$ cat src/rtl/sipo_pkg.sv
// Shared types and constants for the SIPO receiver.
// SIPO_PARITY_EN (optional define) adds an even-parity bit after each word.
package sipo_pkg;

    typedef enum logic {
        S_DATA   = 1'b0,
        S_PARITY = 1'b1
    } sipo_state_t;

    localparam int SIPO_WIDTH_DEF = 4;

    // Bit-counter width for a modulo-w counter.
    function automatic int sipo_cnt_w(input int w);
        return (w < 2) ? 1 : $clog2(w);
    endfunction

endpackage

$ cat src/rtl/sipo_bit_cnt.sv
// Modulo-WIDTH bit counter with enable and terminal-count flag.
module sipo_bit_cnt
    import sipo_pkg::*;
#(
    parameter int WIDTH = SIPO_WIDTH_DEF
) (
    input  logic clk,
    input  logic rst,
    input  logic en_i,
    output logic tc_o
);

    localparam int CW = sipo_cnt_w(WIDTH);
    localparam logic [CW-1:0] LAST = CW'(WIDTH - 1);

    logic [CW-1:0] cnt_q;
    logic [CW-1:0] cnt_d;

    assign tc_o = (cnt_q == LAST);

    // Next count: advance on enable, wrap after the last bit.
    always_comb begin
        cnt_d = cnt_q;
        if (en_i) begin
            cnt_d = tc_o ? '0 : cnt_q + CW'(1);
        end
    end

    // Count register, cleared by the async active-low reset.
    always_ff @(posedge clk or negedge rst) begin
        if (!rst) cnt_q <= '0;
        else      cnt_q <= cnt_d;
    end

endmodule

$ cat src/rtl/sipo_rx.sv
// Serial-in parallel-out receiver, MSB first, with a one-word output
// holding register and valid/ready handshake.
// Define SIPO_PARITY_EN to expect an even-parity bit after each word.
module sipo_rx
    import sipo_pkg::*;
#(
    parameter int WIDTH = SIPO_WIDTH_DEF
) (
    input  logic             clk,
    input  logic             rst,
    input  logic             sin,
    input  logic             sin_valid,
    input  logic             out_ready,
    output logic [WIDTH-1:0] pout,
    output logic             pout_valid,
    output logic             overrun,
    output logic             parity_err
);

    logic [WIDTH-1:0] shreg_q, shreg_d;
    logic [WIDTH-1:0] pout_q, pout_d;
    logic             pvld_q, pvld_d;
    logic             ovr_q, ovr_d;
    logic [WIDTH-1:0] shift_w;
    logic [WIDTH-1:0] word_w;
    logic             done_w;
    logic             cnt_en;
    logic             cnt_tc;

    assign shift_w = {shreg_q[WIDTH-2:0], sin};

    sipo_bit_cnt #(.WIDTH(WIDTH)) u_cnt (
        .clk  (clk),
        .rst  (rst),
        .en_i (cnt_en),
        .tc_o (cnt_tc)
    );

`ifdef SIPO_PARITY_EN
    sipo_state_t state_q, state_d;
    logic        perr_q, perr_d;
    logic        perr_new;

    // FSM: collect data bits, then take one parity bit to complete the word.
    always_comb begin
        state_d  = state_q;
        shreg_d  = shreg_q;
        cnt_en   = 1'b0;
        done_w   = 1'b0;
        word_w   = shreg_q;
        perr_new = 1'b0;
        case (state_q)
            S_DATA: begin
                if (sin_valid) begin
                    shreg_d = shift_w;
                    cnt_en  = 1'b1;
                    if (cnt_tc) state_d = S_PARITY;
                end
            end
            S_PARITY: begin
                if (sin_valid) begin
                    done_w   = 1'b1;
                    perr_new = ^{shreg_q, sin};
                    state_d  = S_DATA;
                end
            end
            default: state_d = S_DATA;
        endcase
    end

    // FSM state and parity status registers.
    always_ff @(posedge clk or negedge rst) begin
        if (!rst) begin
            state_q <= S_DATA;
            perr_q  <= 1'b0;
        end else begin
            state_q <= state_d;
            perr_q  <= perr_d;
        end
    end

    assign parity_err = perr_q;
`else
    // Data-only path: the word completes on the edge taking the last bit.
    always_comb begin
        shreg_d = shreg_q;
        cnt_en  = 1'b0;
        done_w  = 1'b0;
        word_w  = shift_w;
        if (sin_valid) begin
            shreg_d = shift_w;
            cnt_en  = 1'b1;
            done_w  = cnt_tc;
        end
    end

    assign parity_err = 1'b0;
`endif

    // Output holding register: load when empty or being drained, else drop
    // the new word and flag overrun.
    always_comb begin
        pout_d = pout_q;
        pvld_d = pvld_q;
        ovr_d  = 1'b0;
`ifdef SIPO_PARITY_EN
        perr_d = perr_q;
`endif
        if (done_w) begin
            if (!pvld_q || out_ready) begin
                pout_d = word_w;
                pvld_d = 1'b1;
`ifdef SIPO_PARITY_EN
                perr_d = perr_new;
`endif
            end else begin
                ovr_d = 1'b1;
            end
        end else if (pvld_q && out_ready) begin
            pvld_d = 1'b0;
        end
    end

    // Shift register and output registers.
    always_ff @(posedge clk or negedge rst) begin
        if (!rst) begin
            shreg_q <= '0;
            pout_q  <= '0;
            pvld_q  <= 1'b0;
            ovr_q   <= 1'b0;
        end else begin
            shreg_q <= shreg_d;
            pout_q  <= pout_d;
            pvld_q  <= pvld_d;
            ovr_q   <= ovr_d;
        end
    end

    assign pout       = pout_q;
    assign pout_valid = pvld_q;
    assign overrun    = ovr_q;

endmodule

$ cat config.mk
export PLATFORM = sky130hd
export DESIGN_NAME = sipo_rx
export DESIGN_NICKNAME = d
export VERILOG_FILES = /design/src/rtl/sipo_pkg.sv /design/src/rtl/sipo_bit_cnt.sv /design/src/rtl/sipo_rx.sv
export SDC_FILE = /design/constraint.sdc
export NUM_CORES = 1
export LEC_CHECK = 0
export CAP_MARGIN = 25
export CORE_AREA = 2 2 39 41
export CTS_BUF_LIST = sky130_fd_sc_hd__clkbuf_2
export DETAILED_ROUTE_END_ITERATION = 8
export DIE_AREA = 0 0 41 43
export MAX_ROUTING_LAYER = met4
export SKIP_LAST_GASP = 1
export SLEW_MARGIN = 20
export SYNTH_ARGS = -nofsm -noshare
export SYNTH_HDL_FRONTEND = slang
export SYNTH_HIERARCHICAL = 1
export SYNTH_SLANG_ARGS = --single-unit
$ cat constraint.sdc
create_clock -name clk -period 1.9 [get_ports clk]
set_clock_uncertainty 0.15 [all_clocks]
set_input_delay 0.475 -clock clk [delete_from_list [all_inputs] [get_ports clk]]
set_output_delay 0.475 -clock clk [all_outputs]
set_load 0.02 [all_outputs]
Word level (Yosys, flattened, before mapping):

Cells that the tools add are included.

* equal/unequal tests: 2
* multiplexer cells: 8
* $add $sub $neg: 1
* reduce and logical (&&, ||, !) cells: 6

Operators by type and width (number)
* $mux W1: 7
* $reduce_and A2 Y1: 2
* $add A2 B1 Y2 const B: 1
* $eq A2 B2 Y1 const B: 1
* $mux W2: 1
* $ne A2 B1 Y1 const B: 1
* $reduce_bool A2 Y1: 1
* $logic_and A1 B1 Y1: 1
* $logic_not A1 Y1: 1
* $logic_or A1 B1 Y1: 1

* bits in registers: 11
* output and inout bits: 7
* logic and storage cells: 22
* input port bits: 5

Logic depth before layout (Yosys ltp):

Gate-level depths: netlist (run 1).

* depth after elaboration: 4
* gate-level depth with buffers: 4
* mapped depth without buffers: 4

Modules after synthesis:

Netlist (run 1), hierarchy kept.

Modules (own cells, without submodules)
* sipo_rx: sequential area each 225.2 um2, cells an instance 23, area each 356.6 um2, times used 1
* sipo_bit_cnt: sequential area each 50.0 um2, cells an instance 6, area each 93.8 um2, times used 1

Least setup slack after synthesis (run 1):

Ideal clock, no wire load.

* path kind: input -> register
* from: input port out_ready
* to: register pout_q[0] (netlist: pout[0])
* stages on the path: 3
* setup time: 0.125 ns
* data arrival time: 1.078 ns
* setup slack: 0.548 ns
* data required time: 1.625 ns
* cells stage by stage: nand2b_4 -> nor2b_4 -> mux2_2

* word-level cells in the longest chain between the ends: 2

RTL lines
* from (decl): RTL line sipo_rx.sv:13 `input logic out_ready,`
* $logic_or A1 B1 Y1: RTL line sipo_rx.sv:110 `if (!pvld_q || out_ready) begin`
* $reduce_and A2 Y1 (no line)
* to (signal assigned): RTL line sipo_rx.sv:133 `pout_q <= pout_d;`
* to (decl): RTL line sipo_rx.sv:21 `logic [WIDTH-1:0] pout_q, pout_d;`

Every way passes these cells.
A chain may end at the register's enable or synchronous reset.

Final worst setup path (run 1):

* from: register ovr_q (netlist: overrun)
* to: output port overrun

RTL lines
* from (decl): RTL line sipo_rx.sv:23 `logic ovr_q, ovr_d;`
* from (signal assigned): RTL line sipo_rx.sv:135 `ovr_q <= ovr_d;`
* to (decl): RTL line sipo_rx.sv:16 `output logic overrun,`

No word-level cell between the ends.

==> impl_metrics.json, run 1 <==
{
  "status": "finished, final reports clean",
  "cp_num_buf_inv": 1,
  "cts.sinks": 11,
  "syn_avg_cell_area_um2": 15.5,
  "rsz0062_at_grt": "no",
  "mostFrequentLayoutCell": "dfrtp_1",
  "period_share_pct": 94.9,
  "post_drt_wl_per_cell_um": 12.2,
  "r2r_slack_ps": 470,
  "p_per_area_mw_per_mm2": 1330,
  "reg2reg_from": "u_cnt/cnt_q[0]",
  "clock-root-buffer": "clkbuf_2",
  "seq_power_share_pct": 44.5,
  "htree_levels": 1,
  "grt_max_degree": 12,
  "fin_cells": 59,
  "endpoint_kind": "primary output",
  "cp_cell_sequence": "clkdlybuf4s50_1",
  "hold_viol": 0,
  "p_leak_uw": 0.000319,
  "irDropWorstVdd_uv": 534,
  "synth_seq_cells": 11,
  "slowest_delay_ps": 590,
  "path_class": "flip-flop to primary output",
  "cts_resized": 1,
  "hold_path_class": "flip-flop to flip-flop",
  "hold_ws_ps": 355,
  "fmax_mhz": 555,
  "synth_cell_types": 13,
  "synth_area_um2": 450,
  "hold_start": "u_cnt/cnt_q[0]",
  "worstSetupStartpoint": "overrun",
  "cts_hold_buf": 0,
  "clkLatencyLatePin_ps": 250,
  "antenna_found_initial": 0,
  "arrival_ps": 1180,
  "filler_cell_count": 137,
  "yosysSeqAreaShare_pct": 61.1,
  "numCtsBuffers": 3,
  "switching_share_pct": 32.2,
  "fp.dieH_um": 43,
  "drc": 0,
  "grt_pass1_vias": 292,
  "final-setup-viol-count": 0,
  "dr.pass1.iters": 1,
  "diodes": 0,
  "cp_top_family": "buffers and inverters",
  "dpl.cell_count": 55,
  "synth_nets": 35,
  "route.antenna.remaining_nets": 0,
  "final_cell_mix": "dfrtp_1 (11), mux2_2 (7), clkdlybuf4s50_1 (5)",
  "cts_tree": "done",
  "via_per_inst": 4.39,
  "netlist.area_leader.share_pct": 61.1,
  "required_ps": 1270,
  "multiInputGateArea_um2": 168,
  "p_sw_uw": 258,
  "drv_slew": 0,
  "synth_area_leaders": "dfrtp_1 (61%), mux2_2 (18%), mux2_4 (3.3%)",
  "cap_violations": 0,
  "yosys_warnings": 6,
  "syn_to_final_growth_pct": 33.1,
  "dieArea_mm2": 0.00176,
  "io_buffers": 10,
  "track_usage_pct": 11.9,
  "synthCells": 29,
  "power.total_uw": 799,
  "core_area_mm2": 0.00138,
  "min_period_ps": 1800,
  "crit_path_start_kind": "flip-flop",
  "via_count": 259,
  "finalSetupTns_ps": 0,
  "ios": 12,
  "grt_overflow": 0,
  "chipWidth_um": 41,
  "synth_top_area_cell": "dfrtp_1",
  "crit_fanout": 1,
  "start_util_pct": 32.5,
  "gp_congestion": 0.694,
  "clkSlewWorstSetupHoldPaths_ps": 100,
  "grt_pass1_wl_um": 1260,
  "rows": 14,
  "final_core_util_pct": 43.3,
  "drtIter0Drc": 0,
  "postCtsSetupRepairBufs": 0,
  "final_layout_size_suffix_gt1_share_pct": 37.2,
  "nets": 50,
  "p_int_uw": 542,
  "combPwrFrac_pct": 39.3,
  "seq_area_um2": 275,
  "postRouteWirelength_um": 719,
  "slowest_stage": "clkdlybuf4s50_1",
  "clkPwrFrac_pct": 16.2,
  "clockBufferDepth": 2
}
-- power groups by stage --
stage	Clock (µW)	Sequential [µW]	Combinational, µW
after global placement	0	357	320
final	129	356	314
after CTS	138	360	329
after detailed placement	0	365	332
after floorplan	0	420	127
after global routing	152	370	344
-- path summary, 6_finish.rpt --
kind | cells after the start | endpoint
max reg2reg | 4 | pout[0]
max | 1 | overrun
min in group asynchronous | 1 | shreg_q[2]
min | 1 | u_cnt/cnt_q[0]
min reg2reg | 1 | u_cnt/cnt_q[0]
max in group asynchronous | 1 | pout[1]
-- synth_stat cells (all sizes together) --
cell type,count
nand2,2
buf,1
nand2b,2
mux2,8
ha,1
nor2b,1
mux2i,1
dfrtp,11
nor2,1
conb,1
-- final cells by class --
| class | instances | area share [%] |
|---|---|---|
| repair buffers | 11 | 19.4 |
| multi-input cells | 17 | 28.0 |
| clock buffers | 4 | 3.34 |
| flip-flops and latches | 11 | 45.9 |
| well taps | 16 | 3.34 |
-- sequential cells by signal (all words and copies together) (netlist names) --
register	count
pout	4
overrun	1
pout_valid	1
shreg_q	3
u_cnt/cnt_q	2
-- cells by family after synthesis --
family | count (synthesis) | share of synthesized area, %
DFF | 11 | 61.1
muxes | 9 | 23.1
and+or+nand+nor | 6 | 10.6
buffers and inverters | 1 | 1.67
adders and majority gates | 1 | 2.78
other | 1 | 0.833
-- metal layers --
metal,part of all wire (%),global-route usage (%),vias up
met4,0,8.00,0
met5,0,-,-
li1,-,-,121
met3,7.4,6.28,0
met2,56,16.3,9
met1,37,12.9,129
-- stage by stage --
stage                     worst slack (ps)  instance area [µm²]
final                                 97.5                  599
after global routing                  16.3                  599
after CTS                             21.2                  589
after detailed placement              35.8                  571
after global placement                38.9                  571
after floorplan                        548                  450
Power figures use the tool's default switching activity.
==> inputs of run 2 (changes only) <==
Settings changed: SLEW_MARGIN 20 to not set.
==> results of run 2 <==
The final DEF is identical to that of run 1; final timing and power are the same.
==> patch 1: new RTL, settings of run 1 <==
Build with the macro `SIPO_PARITY_EN` defined.
--- a/src/rtl/sipo_rx.sv
+++ b/src/rtl/sipo_rx.sv
@@ -2,4 +2,6 @@
 // holding register and valid/ready handshake.
 // Define SIPO_PARITY_EN to expect an even-parity bit after each word.
+`define SIPO_PARITY_EN
+
 module sipo_rx
     import sipo_pkg::*;
Formal check against the unedited RTL: not equivalent (Yosys sat finds a counterexample within 10 cycles, from zero or initial values and one cycle with rst low).
==> patch 1 against run 1 <==
Sequential cell count grew 3; design area grew 28%; sequential power up 48%; worst setup slack improved by 140 ps; synthesized area up 31%; cell count grew 25%; power rose by 52%; wire length rose by 36%; highest routed layer is now met4.
==> patch 1: results (changes against run 1) <==
<table>
<tr><th>Metric</th><th>Value</th></tr>
<tr><th colspan="2">Outcome</th></tr>
<tr><td>Run status</td><td>complete, no violations (unchanged)</td></tr>
<tr><th colspan="2">Detailed routing</th></tr>
<tr><td>Sum of met3 wire segment lengths after detailed routing</td><td>44 um (was 53 um)</td></tr>
<tr><td>Ratio of routed vias to standard cells</td><td>4.86 (was 4.39)</td></tr>
<tr><td>Wire length on met2</td><td>495 um (was 402 um)</td></tr>
<tr><th colspan="2">Power and ir drop</th></tr>
<tr><td>Worst ir drop on vdd</td><td>0.000589 V (was 0.000534 V)</td></tr>
<tr><td>Net Sw Power</td><td>417 uW (was 258 uW)</td></tr>
<tr><td>LEAKAGE</td><td>0.401 nW (was 0.319 nW)</td></tr>
<tr><td>Clock network fraction of total power</td><td>11.7% (was 16.2%)</td></tr>
<tr><th colspan="2">Yosys</th></tr>
<tr><td>Synth top area cells</td><td>sky130_fd_sc_hd__dfrtp_1 (59%), sky130_fd_sc_hd__mux2_2 (15%), sky130_fd_sc_hd__mux2_4 (5.1%) (was sky130_fd_sc_hd__dfrtp_1 (61%), sky130_fd_sc_hd__mux2_2 (18%), sky130_fd_sc_hd__mux2_4 (3.3%))</td></tr>
<tr><td>Adder-cell share of the synthesized area</td><td>2.12% (was 2.78%)</td></tr>
<tr><td>Multiplexer share of the synthesized area</td><td>22.1% (was 23.1%)</td></tr>
<tr><td>Post-synthesis sequential area ratio</td><td>59.4% (was 61.1%)</td></tr>
<tr><th colspan="2">Placement</th></tr>
<tr><td>Number of port buffers</td><td>11 (was 10)</td></tr>
<tr><td>Final weighted congestion of routability-driven global placement</td><td>0.689 (was 0.694)</td></tr>
<tr><td>Pre-CTS WS</td><td>-79.9 ps (was 35.8 ps)</td></tr>
<tr><td>Cell area after placement</td><td>744 um2 (was 571 um2)</td></tr>
<tr><td>Dpl cells</td><td>70 (was 55)</td></tr>
<tr><th colspan="2">Worst setup path</th></tr>
<tr><td>Register-to-Register Setup Slack</td><td>430 ps (was 470 ps)</td></tr>
<tr><td>Critical R2R Launch</td><td>shreg_q[0]$_DFFE_PN0P_ (was u_cnt/cnt_q[0]$_DFFE_PN0P_)</td></tr>
<tr><td>Critical path fanouts, max</td><td>8 (was 1)</td></tr>
<tr><th colspan="2">Clocking</th></tr>
<tr><td>Worst-path clk slew</td><td>130 ps (was 100 ps)</td></tr>
<tr><td>Clock latency on the worst-skew pair</td><td>280 ps (was 250 ps)</td></tr>
<tr><th colspan="2">Final layout</th></tr>
<tr><td>Ratio of cells with drive above 1 in the final layout</td><td>31.0% (was 37.2%)</td></tr>
<tr><td>Nets</td><td>65 (was 50)</td></tr>
<tr><th colspan="2">Global route</th></tr>
<tr><td>Maximum number of pins on one net before global-route repair</td><td>15 (was 12)</td></tr>
<tr><td>GR Util met1</td><td>16.3% (was 12.9%)</td></tr>
<tr><th colspan="2">STA</th></tr>
<tr><td>Worst slack on hold paths</td><td>333 ps (was 355 ps)</td></tr>
</table>
## patch 1: cell type report
| cell class | instances | area, um2 |
|---|---|---|
| multi-input combinational | 24 | 230 |
| sequential | 14 | 350 |
| inverter | 1 | 3.75 |
| timing repair buffer | 15 | 143 |
| tap | 16 | 20.0 |
| clock buffer | 3 | 15.0 |
| fill | 119 | 618 |
| clock inverter | 1 | 3.75 |
## patch 1: how the worst max path moves through the flow
stage / startpoint / endpoint / slack (ps) / depth (start not counted)
2_1_floorplan: sin / parity_err$_DFFE_PN0P_ / 440 / 3
3_3_place_gp: sin / parity_err$_DFFE_PN0P_ / -70 / 4
3_5_place_dp: sin / parity_err$_DFFE_PN0P_ / -80 / 4
4_1_cts: pout[1]$_DFFE_PN0P_ / pout[1] / 0.3 / 1
5_1_grt: sin / parity_err$_DFFE_PN0P_ / 200 / 4
6_report: sin_valid / shreg_q[0]$_DFFE_PN0P_ / 240 / 5
==> patch 2: new RTL, flow settings as in run 1 <==
Made on the original files. Put one more register stage on the output `overrun`, without a reset. The value now appears one clock later. The other outputs are not delayed to match.
--- a/src/rtl/sipo_rx.sv
+++ b/src/rtl/sipo_rx.sv
@@ -139,5 +139,7 @@
     assign pout       = pout_q;
     assign pout_valid = pvld_q;
-    assign overrun    = ovr_q;
+    always_ff @(posedge clk) begin
+        overrun <= ovr_q;
+    end
 
 endmodule
Formal check against the unedited RTL: not equivalent (Yosys sat finds a counterexample within 10 cycles, from zero or initial values and one cycle with rst low).
==> patch 2 against run 1 <==
Design area up 2.5%; count of clock-buffer cells in the layout unchanged; wire length decreased by 5.7%; sequential cell count rose by 1; synthesized area grew 4.4%; power grew 3.1%; worst setup slack got worse by 30 ps; largest cell class unchanged.
==> patch 2: results (changes against run 1) <==
<table>
<tr><th>Metric</th><th>Value</th></tr>
<tr><th colspan="2">Worst setup path</th></tr>
<tr><td>Endpoint of the most critical register-to-register path</td><td>pout[1]$_DFFE_PN0P_ (was pout[0]$_DFFE_PN0P_)</td></tr>
<tr><td>Critical path fanouts, max</td><td>2 (was 1)</td></tr>
<tr><td>Setup crit end</td><td>pout[2] (was overrun)</td></tr>
<tr><td>Critical R2R Launch</td><td>u_cnt/cnt_q[1]$_DFFE_PN0P_ (was u_cnt/cnt_q[0]$_DFFE_PN0P_)</td></tr>
<tr><td>Critical path data arrival time</td><td>1210 ps (was 1180 ps)</td></tr>
<tr><th colspan="2">Power and ir drop</th></tr>
<tr><td>Worst ir drop on vdd</td><td>0.000508 V (was 0.000534 V)</td></tr>
<tr><td>Net Sw Power</td><td>257 uW (was 258 uW)</td></tr>
<tr><td>LEAKAGE</td><td>0.306 nW (was 0.319 nW)</td></tr>
<tr><th colspan="2">Global route</th></tr>
<tr><td>Number of global-route vias before repair</td><td>251 (was 292)</td></tr>
<tr><td>Wire length of the first global-routing pass</td><td>1.09 mm (was 1.26 mm)</td></tr>
<tr><th colspan="2">Clocking</th></tr>
<tr><td>Worst-path clk slew</td><td>120 ps (was 100 ps)</td></tr>
<tr><th colspan="2">Detailed routing</th></tr>
<tr><td>Routed wire length</td><td>678 um (was 719 um)</td></tr>
<tr><td>Ratio of routed vias to standard cells</td><td>4.20 (was 4.39)</td></tr>
<tr><td>Sum of met3 wire segment lengths after detailed routing</td><td>43 um (was 53 um)</td></tr>
<tr><th colspan="2">Placement</th></tr>
<tr><td>Dpl cells</td><td>56 (was 55)</td></tr>
<tr><td>Cell area after placement</td><td>591 um2 (was 571 um2)</td></tr>
<tr><td>Pre-CTS WS</td><td>19.0 ps (was 35.8 ps)</td></tr>
<tr><td>Final weighted congestion of routability-driven global placement</td><td>0.700 (was 0.694)</td></tr>
<tr><th colspan="2">Min path</th></tr>
<tr><td>Instance count along the most critical hold path</td><td>0 (was 1)</td></tr>
<tr><td>Hold Path End</td><td>overrun$_DFF_P_ (was u_cnt/cnt_q[0]$_DFFE_PN0P_)</td></tr>
<tr><th colspan="2">Yosys</th></tr>
<tr><td>Multiplexer share of the synthesized area</td><td>22.1% (was 23.1%)</td></tr>
<tr><td>Post-synthesis sequential area ratio</td><td>62.8% (was 61.1%)</td></tr>
<tr><td>Synth top area cells</td><td>sky130_fd_sc_hd__dfrtp_1 (59%), sky130_fd_sc_hd__mux2_2 (17%), sky130_fd_sc_hd__dfxtp_1 (4.3%) (was sky130_fd_sc_hd__dfrtp_1 (61%), sky130_fd_sc_hd__mux2_2 (18%), sky130_fd_sc_hd__mux2_4 (3.3%))</td></tr>
<tr><td>Adder-cell share of the synthesized area</td><td>2.66% (was 2.78%)</td></tr>
<tr><th colspan="2">Final layout</th></tr>
<tr><td>Ratio of cells with drive above 1 in the final layout</td><td>36.4% (was 37.2%)</td></tr>
<tr><td>FF/Latch Area</td><td>295 um2 (was 275 um2)</td></tr>
<tr><th colspan="2">Outcome</th></tr>
<tr><td>Run status</td><td>complete, no violations (unchanged)</td></tr>
</table>
## patch 2: cell count changes after synthesis
cell,before,now
sky130_fd_sc_hd__dfxtp_1,0,1
## patch 2: metal layers
metal | global-route usage (%) | vias up
li1 | - | 127
met1 | 10.8 | 119
met2 | 14.4 | 6
met3 | 4.71 | 0
met4 | 8.00 | 0
met5 | - | -
## patch 2: power by group through the flow
stage	sequential, mW	clock, mW	combinational [mW]
2_1_floorplan	0.443	0	0.127
3_3_place_gp	0.380	0	0.320
3_5_place_dp	0.382	0	0.330
4_1_cts	0.376	0.142	0.327
5_1_grt	0.386	0.156	0.334
6_report	0.375	0.132	0.317
## patch 2: area by class of cell
cell class | count | area share [%]
clock buffer | 4 | 3.26
multi-input combinational | 17 | 27.3
sequential | 12 | 48.1
tap | 16 | 3.26
timing repair buffer | 11 | 18.1
## patch 2: cells by family after synthesis
kind of cell	Yosys count
adders and majority gates	1
buffers and inverters	1
DFF	12
muxes	9
other	1
and+or+nand+nor	6
